[config.mk]
export PLATFORM = sky130hd
export DESIGN_NAME = ca_trip_annunciator
export DESIGN_NICKNAME = d
export VERILOG_FILES = /design/src/rtl/ca_trip_annunciator.sv
export SDC_FILE = /design/constraint.sdc
export NUM_CORES = 1
export LEC_CHECK = 0
export ABC_AREA = 1
export ABC_CLOCK_PERIOD_IN_PS = 2300
export CORE_MARGIN = 2
export CORE_UTILIZATION = 58
export CTS_BUF_LIST = sky130_fd_sc_hd__clkbuf_4 sky130_fd_sc_hd__clkbuf_8
export DETAILED_ROUTE_END_ITERATION = 6
export GPL_ROUTABILITY_DRIVEN = 0
export GPL_TIMING_DRIVEN = 0
export PLACE_DENSITY = 0.82
export SYNTH_ARGS = -nofsm -noshare
export SYNTH_HDL_FRONTEND = slang
export SYNTH_SLANG_ARGS = --single-unit
[constraint.sdc]
create_clock -name clk -period 2.3 [get_ports clk]
set_clock_uncertainty 0.1 [all_clocks]
set_input_delay 0.575 -clock clk [delete_from_list [all_inputs] [get_ports clk]]
set_output_delay 0.575 -clock clk [all_outputs]
set_load 0.02 [all_outputs]
[src/rtl/ca_trip_annunciator.sv]
`default_nettype none
// ============================================================================
// ca_trip_annunciator : qualifies CA protection faults, records the first-out
// fault and sequences trip / horn / lamps through acknowledge and reset.
// Rev 1.0
// ============================================================================
module ca_trip_annunciator #(
  parameter int QUAL       = 4,
  parameter int BLINK_HALF = 32
) (
  input  logic       clk,
  input  logic       reset,
  input  logic       i_not_alarm,
  input  logic       i_not_ca_ok,
  input  logic       i_ca_delay,
  input  logic       i_i_ca_high_n,
  input  logic       i_u_ca_low_n,
  input  logic       i_ack,
  input  logic       i_rst,
  output logic       o_trip,
  output logic       o_horn,
  output logic [3:0] o_lamp,
  output logic [1:0] o_first_out,
  output logic       o_first_valid,
  output logic [7:0] o_trip_count
);
  localparam int            BW         = (BLINK_HALF > 1) ? $clog2(BLINK_HALF) : 1;
  localparam logic [3:0]    QUAL_C     = 4'(QUAL);
  localparam logic [BW-1:0] BLINK_LAST = BW'(BLINK_HALF - 1);

  typedef enum logic [1:0] {
    NORMAL = 2'd0,
    TRIP   = 2'd1,
    ACKED  = 2'd2
  } state_t;

  state_t        state_q, state_d;
  logic [3:0]    raw, qual, new_faults, latch_q, latch_d, lamp_q, lamp_d;
  logic          new_fault, ack_rise, rst_rise, rst_accept;
  logic          ack_prev_q, rst_prev_q;
  logic [1:0]    first_idx, first_out_q;
  logic [BW-1:0] blink_cnt_q, blink_cnt_d;
  logic          blink_q, blink_d;
  logic          trip_q, horn_q, first_valid_q;
  logic [7:0]    count_q;

  assign raw = {~i_u_ca_low_n, ~i_i_ca_high_n, i_not_ca_ok & i_ca_delay, ~i_not_alarm};

  // Qualification fires on the same edge the counter reaches QUAL.
  for (genvar i = 0; i < 4; i++) begin : g_qual
    logic [3:0] cnt_q, cnt_d;
    always_comb begin
      cnt_d = 4'd0;
      if (raw[i]) cnt_d = (cnt_q == QUAL_C) ? QUAL_C : cnt_q + 4'd1;
    end
    assign qual[i] = (cnt_d == QUAL_C);
    always_ff @(posedge clk or negedge reset) begin
      if (!reset) cnt_q <= 4'd0;
      else        cnt_q <= cnt_d;
    end
  end

  always_comb begin
    blink_cnt_d = blink_cnt_q + BW'(1);
    blink_d     = blink_q;
    if (blink_cnt_q == BLINK_LAST) begin
      blink_cnt_d = '0;
      blink_d     = ~blink_q;
    end
  end

  always_comb begin
    new_faults = qual & ~latch_q;
    new_fault  = |new_faults;
    ack_rise   = i_ack & ~ack_prev_q;
    rst_rise   = i_rst & ~rst_prev_q;
    rst_accept = (state_q == ACKED) && !new_fault && rst_rise && (qual == 4'd0);
    first_idx  = 2'd0;
    for (int i = 3; i >= 0; i--) begin
      if (new_faults[i]) first_idx = 2'(i);
    end
    latch_d = rst_accept ? 4'd0 : (latch_q | qual);
    state_d = state_q;
    case (state_q)
      NORMAL:  if (new_fault) state_d = TRIP;
      TRIP:    if (!new_fault && ack_rise) state_d = ACKED;
      ACKED: begin
        if (new_fault)       state_d = TRIP;
        else if (rst_accept) state_d = NORMAL;
      end
      default: state_d = NORMAL;
    endcase
    lamp_d = 4'd0;
    if (state_d == TRIP)       lamp_d = latch_d & {4{blink_d}};
    else if (state_d == ACKED) lamp_d = latch_d;
  end

  always_ff @(posedge clk or negedge reset) begin
    if (!reset) begin
      latch_q     <= 4'd0;
      blink_cnt_q <= '0;
      blink_q     <= 1'b1;
      ack_prev_q  <= 1'b0;
      rst_prev_q  <= 1'b0;
    end else begin
      latch_q     <= latch_d;
      blink_cnt_q <= blink_cnt_d;
      blink_q     <= blink_d;
      ack_prev_q  <= i_ack;
      rst_prev_q  <= i_rst;
    end
  end

  always_ff @(posedge clk or negedge reset) begin
    if (!reset) begin
      state_q       <= NORMAL;
      trip_q        <= 1'b0;
      horn_q        <= 1'b0;
      lamp_q        <= 4'd0;
      first_out_q   <= 2'd0;
      first_valid_q <= 1'b0;
      count_q       <= 8'd0;
    end else begin
      state_q <= state_d;
      trip_q  <= (state_d != NORMAL);
      horn_q  <= (state_d == TRIP);
      lamp_q  <= lamp_d;
      // Only the NORMAL->TRIP transition records first-out and counts a trip.
      if (state_q == NORMAL && new_fault) begin
        first_out_q   <= first_idx;
        first_valid_q <= 1'b1;
        if (count_q != 8'hFF) count_q <= count_q + 8'd1;
      end else if (rst_accept) begin
        first_out_q   <= 2'd0;
        first_valid_q <= 1'b0;
      end
    end
  end

  assign o_trip        = trip_q;
  assign o_horn        = horn_q;
  assign o_lamp        = lamp_q;
  assign o_first_out   = first_out_q;
  assign o_first_valid = first_valid_q;
  assign o_trip_count  = count_q;

endmodule
`default_nettype wire
-- After elaboration in Yosys (flattened, before gate mapping)
Index checks and enable logic that the tools add are counted.
- bits in registers: 47
- bits of input ports: 9
- $add $sub $neg: 6
- eq/ne operators: 14
- multiplexer cells: 26
- bitwise gates (word level): 10
- reduce and logical (&&, ||, !) cells: 12
- operators with widths (operator ; count):
    4-bit two-way mux ; 11
    4-bit by 3-bit equality test with 1-bit output, second input constant ; 8
    2-bit two-way mux ; 10
    4-bit by 1-bit adder with 4-bit output, second input constant ; 4
    8-bit by 1-bit adder with 8-bit output, second input constant ; 1
    4-bit AND ; 2
    8-bit != test, second input constant ; 1
    2-bit case mux with 3 select lines ; 1
    5-bit by 1-bit adder with 5-bit output, second input constant ; 1
    5-bit equality test, second input constant ; 1
    1-bit logical AND ; 5
    5-bit two-way mux ; 1
    2-bit by 1-bit equality test with 1-bit output, second input constant ; 2
    2-bit equality test, second input constant ; 2
    4-bit logical NOT ; 1
    4-bit inverter ; 1
    4-bit bitwise OR ; 1
    2-bit nonzero test ; 2
    4-bit OR reduction ; 1
    1-bit AND ; 3
    1-bit two-way mux ; 3
    1-bit inverter ; 3
    2-bit logical NOT ; 1
    2-bit AND reduction ; 1
    1-bit logical NOT ; 1

-- Longest topological paths before layout
- depth in word-level cells: 16
- depth in mapped cells: 15
- mapped depth without buffers: 15

-- Worst setup path before layout
Ideal clock, no wire load.
- path kind: register to register
- start point: register g_qual[2].cnt_q[0]
- end point: register lamp_q[0] (netlist: o_lamp[0])
- setup time: 120 ps
- arrival time: 1671 ps
- required time: 2080 ps
- setup slack: 409 ps
- cell stages (with the launch flop): 15
- cell sequence: dfrtp_1 > inv_1 > ha_1 > nand2_1 > nor2_1 > nor2_1 > nand3_1 > nand3_2 > nand2_2 > nor2_4 > nand2_1 > nand2_1 > nor2_1 > nor2_2 > nor2_1
- cells in the longest elaborated chain, start to end: 16
- RTL lines (element ; line ; RTL):
    start, declared ; 51 ; logic [3:0] cnt_q, cnt_d;
    start signal, assigned ; 59 ; else cnt_q <= cnt_d;
    4-bit by 1-bit adder with 4-bit output or 4-bit by 3-bit equality test with 1-bit output (tied branches) ; 54 ; if (raw[i]) cnt_d = (cnt_q == QUAL_C) ? QUAL_C : cnt_q + 4'd1;
    4-bit two-way mux * (2 in a row) ; 54 ;
    4-bit by 3-bit equality test with 1-bit output * ; 56 ; assign qual[i] = (cnt_d == QUAL_C);
    4-bit AND ; 73 ; new_faults = qual & ~latch_q;
    4-bit OR reduction ; 74 ; new_fault = |new_faults;
    1-bit logical NOT ; 77, 86 ;
    1-bit logical AND (3 in a row) ; 77 ; rst_accept = (state_q == ACKED) && !new_fault && rst_rise && (qual == 4'd0);
    2-bit two-way mux ; 89 ; else if (rst_accept) state_d = NORMAL;
    2-bit two-way mux ; 88 ; if (new_fault) state_d = TRIP;
    2-bit case mux with 3 select lines ; 84 ; case (state_q)
    2-bit equality test ; 95 ; else if (state_d == ACKED) lamp_d = latch_d;
    4-bit two-way mux ; 95 ;
    4-bit two-way mux * ; 94 ; if (state_d == TRIP) lamp_d = latch_d & {4{blink_d}};
    via lamp_d[0] ; 38 ; logic [3:0] raw, qual, new_faults, latch_q, latch_d, lamp_q, lamp_d;
    end signal, assigned ; 127 ; lamp_q <= lamp_d;
    end, declared ; 38 ;
The timed path passes the listed nets; every way through them passes the cells marked *.
A chain may end at the register's enable or synchronous reset.

-- Worst setup path in the final report
- start point: input i_ca_delay
- end point: register count_q[3] (netlist: o_trip_count[3])
- cells in the longest elaborated chain, start to end: 7
- RTL lines (element ; line ; RTL):
    start, declared ; 15 ; input logic i_ca_delay,
    1-bit AND ; 47 ; assign raw = {~i_u_ca_low_n, ~i_i_ca_high_n, i_not_ca_ok & i_ca_delay, ~i_not_alarm};
    4-bit two-way mux ; 54 ;
    4-bit by 3-bit equality test with 1-bit output ; 56 ;
    4-bit AND ; 73 ;
    4-bit OR reduction ; 74 ;
    1-bit logical AND ; 129 ; if (state_q == NORMAL && new_fault) begin
    2-bit AND reduction (no source line) ; -- ;
    end signal, assigned ; 132 ; if (count_q != 8'hFF) count_q <= count_q + 8'd1;
    end, declared ; 45 ; logic [7:0] count_q;
Every way passes these cells.

==> out/qor.txt <==
Detailed-route via count -> 1857
Core Area -> 0.003971 mm²
H-tree depth -> 2
Clock Path Buffers -> 2
I/O pins -> 26
Total CTS buffers -> 5
Dpl hpwl -> 3.107 mm
Share of power burned in combinational logic -> 35.1%
Clk pin slew, worst setup/hold paths -> 0.08 ns
Seq pwr share -> 44.8%
Max-slew violations -> 0
Rel. slew slack -> 68.79%
Share of cells above drive strength 1 -> 14.24%
Register area share after synthesis -> 49.84%
WL per Instance -> 11.32 µm
Pin count of the biggest net entering global routing -> 30
Setup crit end kind -> flip-flop
First-pass GRT wire length -> 6.913 mm
Clock power frac -> 20.1%
Initial antenna violation count -> 0
Power, Total -> 2.510 mW
Internal cell power -> 1.614 mW
Root Buffer Master -> clkbuf_8
Post-Syn Nets -> 309
Setup CP Type -> in -> reg
Syn avg cell area -> 8.174 µm²
Most frequent cells in the layout -> 69 x nand2_1, 62 x inv_1, 45 x dfrtp_1, 29 x nor2_1
Hold Path Class -> in -> async
Post-Layout Cell Count -> 380
Commonest non-fill, non-tap cell in the layout -> nand2_1
Max-cap viol count -> 0
Final instance area -> 0.002909 mm²
Die ar. -> 0.004600 mm²
Inst Count DP -> 365
Status -> completed
Die H -> 67.82 µm
Critical Path RT -> 2.45 ns
# diodes -> 0
Vias in the first global route -> 1699
Antenna Nets Post-Route -> 0
Post-place instance area -> 0.002690 mm²
CTS tree -> done
Initial Utilization -> 59.48%
Period utilisation layout -> 96.73%
Psw -> 895.7 µW
CP max FO -> 12
Yosys reg bits -> 47
Post-layout util -> 73.25%
1st-iter DRT viols -> 82
Clock sinks -> 47
Max VDD drop -> 671.1 µV
Pwr/cell area -> 862.9 mW/mm²
Register area -> 0.001179 mm²
Setup TNS -> 0 ns
Area Growth Syn to Fin -> 23.15%
Final count of hold timing violations -> 0
Arr. time, crit path -> 2.37 ns
# fillers -> 312
FMAX -> 0.4495 GHz
Final nets -> 349
Post-Syn Instances -> 289
Total wire length -> 4.301 mm
Crit path time final -> 2.225 ns
Hold buffers post-CTS -> 0
Worst slew pin tran -> 0.4681 ns
Worst-Skew Late Latency -> 0.30 ns
Setup crit start kind -> input port
Routed vias/inst -> 4.887
Switching Share -> 35.68%
Drc violations -> 0
Setup-failing EPs final -> 0
Remaining Overflow, GRT -> 0
Chip width -> 67.82 µm
Area of the multi-input gates -> 998.5 µm²
Synth unique cells -> 27
Row cnt -> 23
Cell Area, Synth -> 0.002362 mm²
I/O Buffers -> 25
Leakage Power -> 1.584 nW
Synth Warn # -> 0
GRT Resource Usage Total -> 20.21%
Drt first pass iters -> 4
==> sequential cells by signal, indices dropped and copies added, names as in the netlist <==
name,flops
o_horn,1
state_q,2
o_first_valid,1
o_trip_count,8
rst_prev_q,1
o_first_out,2
o_trip,1
blink_cnt_q,5
blink_q,1
latch_q,4
g_qual.cnt_q,16
ack_prev_q,1
o_lamp,4
==> stage by stage <==
stage / setup slack, ns / hold slack (ns)
floorplan: 0.4087 / 0.1794
global placement: -0.7310 / 0.3421
detailed placement: -0.3137 / 0.3526
CTS: 0.001377 / 0.1186
global route: -0.07067 / 0.1342
finish: 0.07519 / 0.1168
==> synthesized netlist by cell type, drive strengths merged <==
cell / number / area share, %
dfstp: 1 / 1.1
dfrtp: 46 / 49
nand3: 26 / 5.7
o21bai: 1 / 0.32
nand2: 77 / 13
nor2: 36 / 7.0
ha: 11 / 5.8
xnor2: 2 / 0.74
buf: 1 / 0.48
inv: 62 / 9.9
a31oi: 2 / 0.53
or2: 1 / 0.26
nand4: 5 / 1.6
nor3b: 1 / 0.32
nor3: 4 / 1.1
a21oi: 1 / 0.21
xor2: 5 / 1.9
o21ai: 7 / 1.8
==> path summary, 6_finish.rpt <==
path | slack [ns] | end | depth (start not counted) | start
setup / recovery | 0.08 | o_trip_count[3] | 15 | i_ca_delay
hold reg to reg | 0.36 | blink_cnt_q[0] | 1 | blink_cnt_q[0]
hold / removal | 0.12 | g_qual[3].cnt_q[1] | 1 | reset
min in group clk | 0.36 | blink_cnt_q[0] | 1 | blink_cnt_q[0]
setup reg to reg | 0.15 | o_trip_count[3] | 15 | g_qual[1].cnt_q[0]
max in group asynchronous | 1.46 | g_qual[2].cnt_q[0] | 2 | reset
==> timing repair <==
item	in CTS	in global routing
resized for setup	0	19
setup buffers	0	8
setup endpoints to repair	0	14
==> worst max-delay path, stage by stage <==
cell and delay (ns):
clkdlybuf4s50_1 0.41, nand2_2 0.11, nor2_1 0.05, nand2_1 0.10, nand2_1 0.07, nor2_2 0.13, nand3_2 0.11, nand2_2 0.11
nor2_4 0.07, buf_12 0.13, nor2_8 0.15, nand2_4 0.12, nor2_1 0.12, nand2_1 0.06, nand2_1 0.06
==> power by group through the flow <==
stage	logic [mW]	registers [mW]	clock network (mW)
after floorplan	0.427	1.22	0
after global placement	0.800	1.13	0
after detailed placement	0.825	1.14	0
after CTS	0.830	1.12	0.519
after global routing	0.976	1.15	0.553
final	0.881	1.12	0.505
==> cells by family after synthesis <==
family,after synthesis,share of synthesized area [%]
AO/OA/AOI/OAI,11,2.860
adder cells (fa/ha/maj),11,5.826
XOR/XNOR,7,2.595
flip-flops,47,49.84
buffers and inverters,63,10.33
AND/OR/NAND/NOR,150,28.55
==> routing by layer <==
metal,vias up,global-route usage [%],wire length [µm]
met3,9,5.921,134
met4,0,7.250,72
li1,953,-,-
met5,-,0,0
met1,867,23.27,1918
met2,28,35.78,2176
==> layout make-up <==
class	count	share of cell area [%]
flip-flops and latches	47	40.52
multi-input cells	179	34.32
repair buffers	34	11.87
inverters	62	8.000
clock buffers	8	3.140
well taps	50	2.151
Note: power is estimated with default switching activity, not from simulation.
